--- src/rtl/cordic_pkg.sv ---
// rtl/cordic_pkg.sv - shared constants, arctangent table and state type for the CORDIC engine
//
// Purpose:
//   Fixed-point format constants (Q3.24, 27-bit two's complement), angle
//   constants, the micro-rotation arctangent table and the engine FSM state
//   encoding.
//
// Contents:
//   CORDIC_W, CORDIC_FRAC        word width / fraction bits
//   HALF_PI, PI, CORDIC_GAIN     Q3.24 constants
//   ATAN_TABLE[0..26]            round(atan(2^-i) * 2^24)
//   cordic_state_t               IDLE / RUN / DONE
//   atan_lookup()                range-guarded table read

package cordic_pkg;

    localparam int CORDIC_W     = 27;
    localparam int CORDIC_FRAC  = 24;
    localparam int CORDIC_TBL_N = 27;
    localparam int STAGE_W      = 5;

    localparam logic signed [CORDIC_W-1:0] HALF_PI     = 27'sd26353589;
    localparam logic signed [CORDIC_W-1:0] PI          = 27'sd52707179;
    localparam logic signed [CORDIC_W-1:0] CORDIC_GAIN = 27'sd10188014;

    // Entries from i=9 onward are exact powers of two after rounding because
    // atan(2^-i) differs from 2^-i by less than half an LSB there; the last
    // two entries round to zero.
    localparam logic signed [CORDIC_W-1:0] ATAN_TABLE [0:CORDIC_TBL_N-1] = '{
        27'sd13176795,
        27'sd7778716,
        27'sd4110060,
        27'sd2086331,
        27'sd1047214,
        27'sd524117,
        27'sd262123,
        27'sd131069,
        27'sd65536,
        27'sd32768,
        27'sd16384,
        27'sd8192,
        27'sd4096,
        27'sd2048,
        27'sd1024,
        27'sd512,
        27'sd256,
        27'sd128,
        27'sd64,
        27'sd32,
        27'sd16,
        27'sd8,
        27'sd4,
        27'sd2,
        27'sd1,
        27'sd0,
        27'sd0
    };

    typedef enum logic [1:0] {
        ST_IDLE = 2'd0,
        ST_RUN  = 2'd1,
        ST_DONE = 2'd2
    } cordic_state_t;

    // A 5-bit index can address past the table end; those slots read as zero.
    function automatic logic signed [CORDIC_W-1:0] atan_lookup(input logic [STAGE_W-1:0] idx);
        logic signed [CORDIC_W-1:0] result;
        result = '0;
        if (int'(idx) < CORDIC_TBL_N) begin
            result = ATAN_TABLE[idx];
        end
        return result;
    endfunction

endpackage

--- src/rtl/cordic_stage.sv ---
// rtl/cordic_stage.sv - combinational single CORDIC micro-rotation (rotation mode)
//
// Purpose:
//   Applies one rotation by +/-atan(2^-i), choosing the direction from the
//   sign of the residual angle so that z is driven toward zero.
//
// Ports:
//   i_x, i_y, i_z   current vector and residual angle (Q3.24, signed)
//   i_atan          atan(2^-i) for this stage (Q3.24)
//   i_stage         stage index i (shift amount)
//   o_x, o_y, o_z   rotated vector and updated residual angle

module cordic_stage
    import cordic_pkg::*;
(
    input  logic signed [CORDIC_W-1:0] i_x,
    input  logic signed [CORDIC_W-1:0] i_y,
    input  logic signed [CORDIC_W-1:0] i_z,
    input  logic signed [CORDIC_W-1:0] i_atan,
    input  logic        [STAGE_W-1:0]  i_stage,
    output logic signed [CORDIC_W-1:0] o_x,
    output logic signed [CORDIC_W-1:0] o_y,
    output logic signed [CORDIC_W-1:0] o_z
);

    logic signed [CORDIC_W-1:0] w_x_sh;
    logic signed [CORDIC_W-1:0] w_y_sh;
    logic                       w_z_pos;

    // Arithmetic shift floors toward -inf; the resulting bias is part of the
    // accuracy budget rather than corrected here.
    assign w_x_sh  = i_x >>> i_stage;
    assign w_y_sh  = i_y >>> i_stage;
    assign w_z_pos = ~i_z[CORDIC_W-1];

    // Sums wrap on overflow; in-contract operands never reach the wrap.
    assign o_x = w_z_pos ? (i_x - w_y_sh) : (i_x + w_y_sh);
    assign o_y = w_z_pos ? (i_y + w_x_sh) : (i_y - w_x_sh);
    assign o_z = w_z_pos ? (i_z - i_atan) : (i_z + i_atan);

endmodule

--- src/rtl/cordic_iter_engine.sv ---
// rtl/cordic_iter_engine.sv - iterative rotation-mode CORDIC engine around one cordic_stage
//
// Purpose:
//   Accepts one (x, y, z) operand set, folds the angle into +/-pi/2 with a
//   quadrant pre-rotation, then reuses a single cordic_stage once per clock
//   for N_ITER micro-rotations and holds the result until it is taken.
//
// Parameters:
//   N_ITER      number of micro-rotations, 1..26
//
// Ports:
//   clk, rst                clock, asynchronous active-high reset
//   in_valid / in_ready     operand handshake (ready only in IDLE)
//   in_x, in_y, in_z        Q3.24 operands, z in -pi..+pi
//   out_valid / out_ready   result handshake (valid only in DONE)
//   out_x, out_y, out_z     Q3.24 result; zero whenever out_valid is low
//   busy                    high in RUN or DONE

module cordic_iter_engine
    import cordic_pkg::*;
#(
    parameter int N_ITER = 24
) (
    input  logic                       clk,
    input  logic                       rst,
    input  logic                       in_valid,
    output logic                       in_ready,
    input  logic signed [CORDIC_W-1:0] in_x,
    input  logic signed [CORDIC_W-1:0] in_y,
    input  logic signed [CORDIC_W-1:0] in_z,
    output logic                       out_valid,
    input  logic                       out_ready,
    output logic signed [CORDIC_W-1:0] out_x,
    output logic signed [CORDIC_W-1:0] out_y,
    output logic signed [CORDIC_W-1:0] out_z,
    output logic                       busy
);

    localparam logic [STAGE_W-1:0]         LAST_STAGE  = STAGE_W'(N_ITER - 1);
    localparam logic signed [CORDIC_W-1:0] NEG_HALF_PI = -HALF_PI;

    cordic_state_t r_state;
    cordic_state_t w_state_nxt;

    logic signed [CORDIC_W-1:0] r_x;
    logic signed [CORDIC_W-1:0] r_y;
    logic signed [CORDIC_W-1:0] r_z;
    logic        [STAGE_W-1:0]  r_cnt;

    logic                       w_load;
    logic                       w_step;
    logic                       w_done;
    logic signed [CORDIC_W-1:0] w_pre_x;
    logic signed [CORDIC_W-1:0] w_pre_y;
    logic signed [CORDIC_W-1:0] w_pre_z;
    logic signed [CORDIC_W-1:0] w_atan;
    logic signed [CORDIC_W-1:0] w_stg_x;
    logic signed [CORDIC_W-1:0] w_stg_y;
    logic signed [CORDIC_W-1:0] w_stg_z;

    // ------------------------------------------------------------------
    // FSM
    // ------------------------------------------------------------------
    always_ff @(posedge clk or posedge rst) begin
        if (rst) begin
            r_state <= ST_IDLE;
        end else begin
            r_state <= w_state_nxt;
        end
    end

    always_comb begin
        w_state_nxt = r_state;
        in_ready    = 1'b0;
        out_valid   = 1'b0;
        busy        = 1'b0;
        w_load      = 1'b0;
        w_step      = 1'b0;
        case (r_state)
            ST_IDLE: begin
                in_ready = 1'b1;
                if (in_valid) begin
                    w_load      = 1'b1;
                    w_state_nxt = ST_RUN;
                end
            end
            ST_RUN: begin
                busy   = 1'b1;
                w_step = 1'b1;
                if (r_cnt == LAST_STAGE) begin
                    w_state_nxt = ST_DONE;
                end
            end
            ST_DONE: begin
                busy      = 1'b1;
                out_valid = 1'b1;
                if (out_ready) begin
                    w_state_nxt = ST_IDLE;
                end
            end
            default: begin
                w_state_nxt = ST_IDLE;
            end
        endcase
    end

    // ------------------------------------------------------------------
    // Quadrant pre-rotation: a +/-90 degree swap brings |z| within pi/2,
    // inside the ~1.74 rad convergence range of the micro-rotations.
    // Exactly +/-HALF_PI is left alone since it already converges.
    // ------------------------------------------------------------------
    always_comb begin
        w_pre_x = in_x;
        w_pre_y = in_y;
        w_pre_z = in_z;
        if (in_z > HALF_PI) begin
            w_pre_x = -in_y;
            w_pre_y = in_x;
            w_pre_z = in_z - HALF_PI;
        end else if (in_z < NEG_HALF_PI) begin
            w_pre_x = in_y;
            w_pre_y = -in_x;
            w_pre_z = in_z + HALF_PI;
        end
    end

    // ------------------------------------------------------------------
    // Shared micro-rotation datapath
    // ------------------------------------------------------------------
    assign w_atan = atan_lookup(r_cnt);

    cordic_stage u_stage (
        .i_x     (r_x),
        .i_y     (r_y),
        .i_z     (r_z),
        .i_atan  (w_atan),
        .i_stage (r_cnt),
        .o_x     (w_stg_x),
        .o_y     (w_stg_y),
        .o_z     (w_stg_z)
    );

    always_ff @(posedge clk or posedge rst) begin
        if (rst) begin
            r_x   <= '0;
            r_y   <= '0;
            r_z   <= '0;
            r_cnt <= '0;
        end else if (w_load) begin
            r_x   <= w_pre_x;
            r_y   <= w_pre_y;
            r_z   <= w_pre_z;
            r_cnt <= '0;
        end else if (w_step) begin
            r_x   <= w_stg_x;
            r_y   <= w_stg_y;
            r_z   <= w_stg_z;
            r_cnt <= r_cnt + STAGE_W'(1);
        end
    end

    // ------------------------------------------------------------------
    // Result port: intermediate iterations are never visible.
    // ------------------------------------------------------------------
    assign w_done = (r_state == ST_DONE);
    assign out_x  = w_done ? r_x : '0;
    assign out_y  = w_done ? r_y : '0;
    assign out_z  = w_done ? r_z : '0;

endmodule
--- config.mk ---
export PLATFORM = sky130hd
export DESIGN_NAME = cordic_iter_engine
export DESIGN_NICKNAME = d
export VERILOG_FILES = /design/src/rtl/cordic_pkg.sv /design/src/rtl/cordic_stage.sv /design/src/rtl/cordic_iter_engine.sv
export SDC_FILE = /design/constraint.sdc
export NUM_CORES = 1
export LEC_CHECK = 0
export CAP_MARGIN = 20
export CORE_UTILIZATION = 54
export CTS_CLUSTER_SIZE = 40
export DETAILED_ROUTE_END_ITERATION = 16
export PLACE_DENSITY = 0.79
export SLEW_MARGIN = 20
export SYNTH_ARGS = -nofsm -noshare
export SYNTH_HDL_FRONTEND = slang
export SYNTH_SLANG_ARGS = --single-unit
--- constraint.sdc ---
create_clock -name clk -period 6 [get_ports clk]
set_input_delay 1.2 -clock clk [delete_from_list [all_inputs] [get_ports clk]]
set_output_delay 1.2 -clock clk [all_outputs]
set_load 0.01 [all_outputs]
==> flow_summary_export.csv, run 1 <==
group,metric,value,unit
floorplan,rows,63,
cells_and_area,areaGrowthSynthToFinish,19.7,%
clock_network,clk_pin_slew,0.07,ns
cells_and_area,layout_common_cells,"nor2_1, a21oi_1, clkdlybuf4s50_1",
timing,slew_headroom,37.8,%
floorplan,io-pin-count,169,
run,cap_violations,0,
global_routing,grt_remaining_overflow,0,
synthesis,ys_seq_elements,88,
cells_and_area,diodes,0,
clock_network,cts_max_path_buffers,2,
critical_path,crit_chain,"buf_12 > mux2_2 > o32ai_1 > nor3_1 > a211oi_1 > and4b_1 > and2_1 > nand2_1 > nor2_1 > a21oi_1 > xnor2_1 > ha_1 > a2111oi_1 > o21ai_0 > a22oi_2 > a21oi_1 > nor2_2 > o21ai_2 > a31o_2 > and4_1 > a2111oi_2 > nand2_1",
placement,dp_hpwl,53400,um
timing,finClkSkew,0.0101,ns
placement,postPlaceCellArea,0.0193,mm^2
synthesis,synth_area,0.0166,mm^2
critical_path,critPathCaptureType,"flop",
synthesis,synth_area_per_cell,7.61,um^2
synthesis,synth-warning-count,0,
synthesis,synth_ff_type,"dfrtp_1",
critical_path,critPathKind,"reg -> reg",
clock_network,cts_buffers,9,
cells_and_area,layout_commonest_cell,"nor2_1",
timing,hold_slack,0.537,ns
timing,hold_viol,0,
synthesis,async_flop_share,100,%
clock_network,postCtsHoldBufs,0,
timing,slew_viol_final,0,
timing,finalSetupTns,0,ns
synthesis,synth_seq_area_share,13.3,%
cells_and_area,nets,2546,
floorplan,dieArea,0.0314,mm^2
synthesis,synth_top_area_share,13.3,%
synthesis,synth_fp_nets,2366,
drt,routed_wirelength,69200,um
synthesis,synth_top_cells_by_area,"dfrtp_1, ha_1, mux4_2, a21oi_1, xnor2_1",
global_routing,grt_pass1_vias,17323,
floorplan,fp.dieW,177,um
synthesis,syn_inst,2178,
clock_network,cts_htree_levels,3,
critical_path,path_delay_family,"compound AO/OA/AOI/OAI gates",
global_routing,antenna_found_initial,4,
drt,antenna_left,0,
drt,avgViaCountPerCell,6.90,
cells_and_area,final_cell_area,0.0198,mm^2
global_routing,grt.busiest_layer,"met2",
outcome,status,"finished clean",
clock_network,clock_latency,0.37,ns
timing,setup_violations,0,
global_routing,grt_max_degree,72,
critical_path,start_kind,"flop",
placement,io_buffers,168,
drt,routed-via-count,19006,
clock_network,cts_num_sinks,88,
drt,drc,0,
critical_path,required,6.25,ns
synthesis,synth_edf_count,0,
clock_network,cts_tree,"built",
global_routing,grt_use_met1,59.7,%
global_routing,grt_usage,43.4,%
drt,drtPass1Iterations,6,
floorplan,initial_core_util,55.5,%
critical_path,slowest_stage,"dfrtp_4",
hold_path,hold_path_class,"reg -> reg",
global_routing,use_met2,62.7,%
synthesis,synth_top_area_cell,"dfrtp_1",
floorplan,core-area,0.0299,mm^2
drt,first_iter_violations,2421,
placement,place_congestion,1.03,
critical_path,slowest_delay,0.49,ns
critical_path,arrival,6.14,ns
timing,tightest_slew,0.930,ns
critical_path,cp_max_fo,21,
global_routing,grt_pass1_wl,103000,um
cells_and_area,layout-drive-gt1-share,13.1,%
timing,period_share,98.2,%
synthesis,ys_types,93,
global_routing,grt_use_met3,14.2,%
timing,min_period,5.89,ns
drt,wl_per_cell,25.1,um
clock_network,cts-root-buf,"clkbuf_16",
floorplan,die_h,177,um
timing,fmax,170,MHz
critical_path,cp_num_buf_inv,1,
## metrics by stage
| stage | instances | util [%] | setup WS (ns) |
|---|---|---|---|
| detailed placement | 2728 | 64.8 | -0.0115 |
| floorplan | 2178 | - | 0.151 |
| global route | 2753 | 66.4 | -0.0183 |
| CTS | 2744 | 65.8 | 0.0222 |
| global placement | 2728 | 64.8 | 0.177 |
| finish | 2753 | 66.4 | 0.111 |
## metal layers
metal / vias up / wire length [um]
met2: 1178 / 29100
met5: - / 12
li1: 8527 / -
met3: 154 / 9080
met4: 2 / 2320
met1: 9145 / 28600
## kinds of logic (layout without fill, tap and decap cells)
family | Yosys count | after routing | synth area share (%)
AOI/OAI and AO/OA | 725 | 725 | 28.9
muxes | 148 | 148 | 13.3
DFF | 88 | 88 | 13.3
adders and majority gates | 103 | 103 | 7.91
and+or+nand+nor | 741 | 741 | 22.9
buffers and inverters | 216 | 401 | 5.41
xor gates and xnor gates | 157 | 157 | 8.30
## cell type report
cell class,instances,area [um^2]
timing repair buffer,323,2970
sequential,88,2220
multi-input combinational,1874,13600
tap,390,488
fill,2606,10000
inverter,62,234
clock inverter,5,56.3
clock buffer,11,243
## final timing paths
kind                            cells after the start          to  slack, ns        from
worst max register to register                     22     r_x[26]       0.11    r_cnt[0]
worst min register to register                      1  r_state[1]       0.54  r_state[1]
worst min-delay path                                1  r_state[1]       0.54  r_state[1]
max in group asynchronous                           3    r_cnt[0]       3.89         rst
worst max-delay path                               22     r_x[26]       0.11    r_cnt[0]
min in group asynchronous                           2     r_z[12]       1.29         rst
## cell usage after synthesis, types with 52 or more instances
cell	instances
ha_1	100
nand3_1	55
mux2i_1	75
a21oi_1	196
xnor2_1	104
xor2_1	53
nor2_1	199
o21ai_0	120
and2_1	90
mux4_2	54
dfrtp_1	88
clkbuf_1	108
nand2_1	146
a31oi_1	52
inv_1	58
## registers in the layout, summed over array words and instances, names as in the netlist
name,count
r_x,27
r_cnt,5
r_z,27
r_state,2
r_y,27
## timing repair
action / in CTS / in global routing
setup buffers: 0 / 9
endpoints found under the hold margin: 0 / 0
resized for setup: 1 / 29
endpoints found under the setup margin: 1 / 18
pin swaps: 0 / 4
Power of run 1 is left out: the tool's default activity adds up to more than one toggle a clock period on the data nets, which glitch-free logic cannot reach.
==> run 2: changes to the inputs <==
RECOVER_POWER = 25   (was default)
==> flow_summary_export.csv, run 2 (synthesis results as in run 1) <==
group,metric,value,unit
outcome,status,"complete, but fails checks",
outcome,violations,"capacitance limit, slew limit",
timing,hold_viol,0,
floorplan,dieArea,0.0314,mm^2
timing,fmax,170,MHz
hold_path,hold_path_class,"reg -> reg",
drt,wl_met1,28700,um
timing,min_period,5.89,ns
drt,wl_met2,29200,um
floorplan,initial_core_util,55.5,%
clock_network,clk_pin_slew,0.08,ns
critical_path,cp_common_cell,"a21oi_1",
clock_network,cts_max_path_buffers,2,
cells_and_area,layout_commonest_cell,"nor2_1",
drt,routed-via-count,19001,
critical_path,start_kind,"flop",
clock_network,clock_latency,0.37,ns
placement,io_buffers,168,
cells_and_area,layout_common_cells,"nor2_1, a21oi_1, clkdlybuf4s50_1",
global_routing,grt_max_degree,72,
timing,finClkSkew,0.0101,ns
clock_network,cts_num_sinks,88,
global_routing,grt_pass1_wl,103000,um
global_routing,grt_remaining_overflow,0,
critical_path,cp_num_buf_inv,1,
timing,setup_slack,0.115,ns
critical_path,critPathKind,"reg -> reg",
clock_network,cts_buffers,9,
cells_and_area,layout-drive-gt1-share,13.1,%
floorplan,core-area,0.0299,mm^2
floorplan,rows,63,
cells_and_area,diodes,0,
drt,routed_wirelength,69200,um
critical_path,required,6.21,ns
placement,place_congestion,1.03,
drt,first_iter_violations,2419,
critical_path,cp_max_fo,21,
drt,drc,0,
placement,dp_hpwl,53400,um
drt,met3_length,8980,um
drt,highest_layer,"met5",
cells_and_area,areaGrowthSynthToFinish,19.7,%
critical_path,slowest_stage,"dfrtp_4",
global_routing,grt_usage,43.4,%
clock_network,cts-root-buf,"clkbuf_16",
cells_and_area,reg_top3,"r_x: 27 flops, r_y: 27 flops, r_z: 27 flops",
drt,drtPass1Iterations,6,
timing,tightest_slew,2.27,ns
critical_path,critPathCaptureType,"flop",
run,cap_violations,1,
critical_path,arrival,6.10,ns
floorplan,die_h,177,um
timing,slew_headroom,-52.4,%
timing,slew_viol_final,42,
timing,hold_slack,0.537,ns
drt,antenna_left,0,
drt,wl_per_cell,25.1,um
drt,avgViaCountPerCell,6.90,
cells_and_area,nets,2546,
critical_path,slowest_delay,0.49,ns
floorplan,io-pin-count,169,
global_routing,antenna_found_initial,4,
placement,dp_slack,-0.0115,ns
clock_network,cts_tree,"built",
clock_network,cts_htree_levels,3,
critical_path,path_delay_family,"compound AO/OA/AOI/OAI gates",
timing,finalSetupTns,0,ns
floorplan,fp.dieW,177,um
cells_and_area,num-fill-cells,2606,
timing,period_share,98.1,%
global_routing,grt_pass1_vias,17323,
critical_path,crit_chain,"buf_12 > mux2_2 > o32ai_1 > nor3_1 > a211oi_1 > and4b_1 > and2_1 > nand2_1 > nor2_1 > a21oi_1 > xnor2_1 > ha_1 > a2111oi_1 > o21ai_0 > a22oi_2 > a21oi_1 > nor2_2 > nand2b_1 > a21oi_1 > xnor2_1 > mux2i_1 > a21oi_1",
timing,setup_violations,0,
## run 2: area by class of cell
class | instances | area [um^2] | area share (%)
multi-input combinational | 1874 | 13600 | 68.7
timing repair buffer | 323 | 2970 | 15.0
sequential | 88 | 2220 | 11.2
tap | 390 | 488 | 2.46
clock buffer | 11 | 243 | 1.22
inverter | 62 | 234 | 1.18
clock inverter | 5 | 56.3 | 0.284
## run 2: repair_timing
item                                    in CTS  in global routing
setup buffers                                0                  9
resized for setup                            1                 29
hold endpoints to repair                     0                  0
endpoints found under the setup margin       1                 18
pin swaps                                    0                  4
hold buffers                                 0                  0
## run 2: final timing paths
kind | start | to | slack, ns | cells past startpoint
min reg2reg | r_state[1] | r_state[1] | 0.54 | 1
max reg2reg | r_cnt[0] | r_x[22] | 0.11 | 22
min | r_state[1] | r_state[1] | 0.54 | 1
max in group asynchronous | rst | r_cnt[4] | 2.94 | 2
min in group asynchronous | rst | r_z[12] | 1.87 | 2
max | r_cnt[0] | r_x[22] | 0.11 | 22
## run 2: per-stage QoR
| step | utilization (%) | instance area [um^2] | cells |
|---|---|---|---|
| floorplan | - | 16600 | 2178 |
| global placement | 64.8 | 19300 | 2728 |
| detailed placement | 64.8 | 19300 | 2728 |
| CTS | 65.8 | 19600 | 2744 |
| global route | 66.4 | 19800 | 2753 |
| finish | 66.4 | 19800 | 2753 |
## run 2: routing by layer
layer | up-vias | track usage (%)
met2 | 1137 | 62.7
met4 | 2 | 15.6
met5 | - | 0
met3 | 149 | 14.2
li1 | 8525 | -
met1 | 9188 | 59.7
Power of run 2 is left out for the same reason.
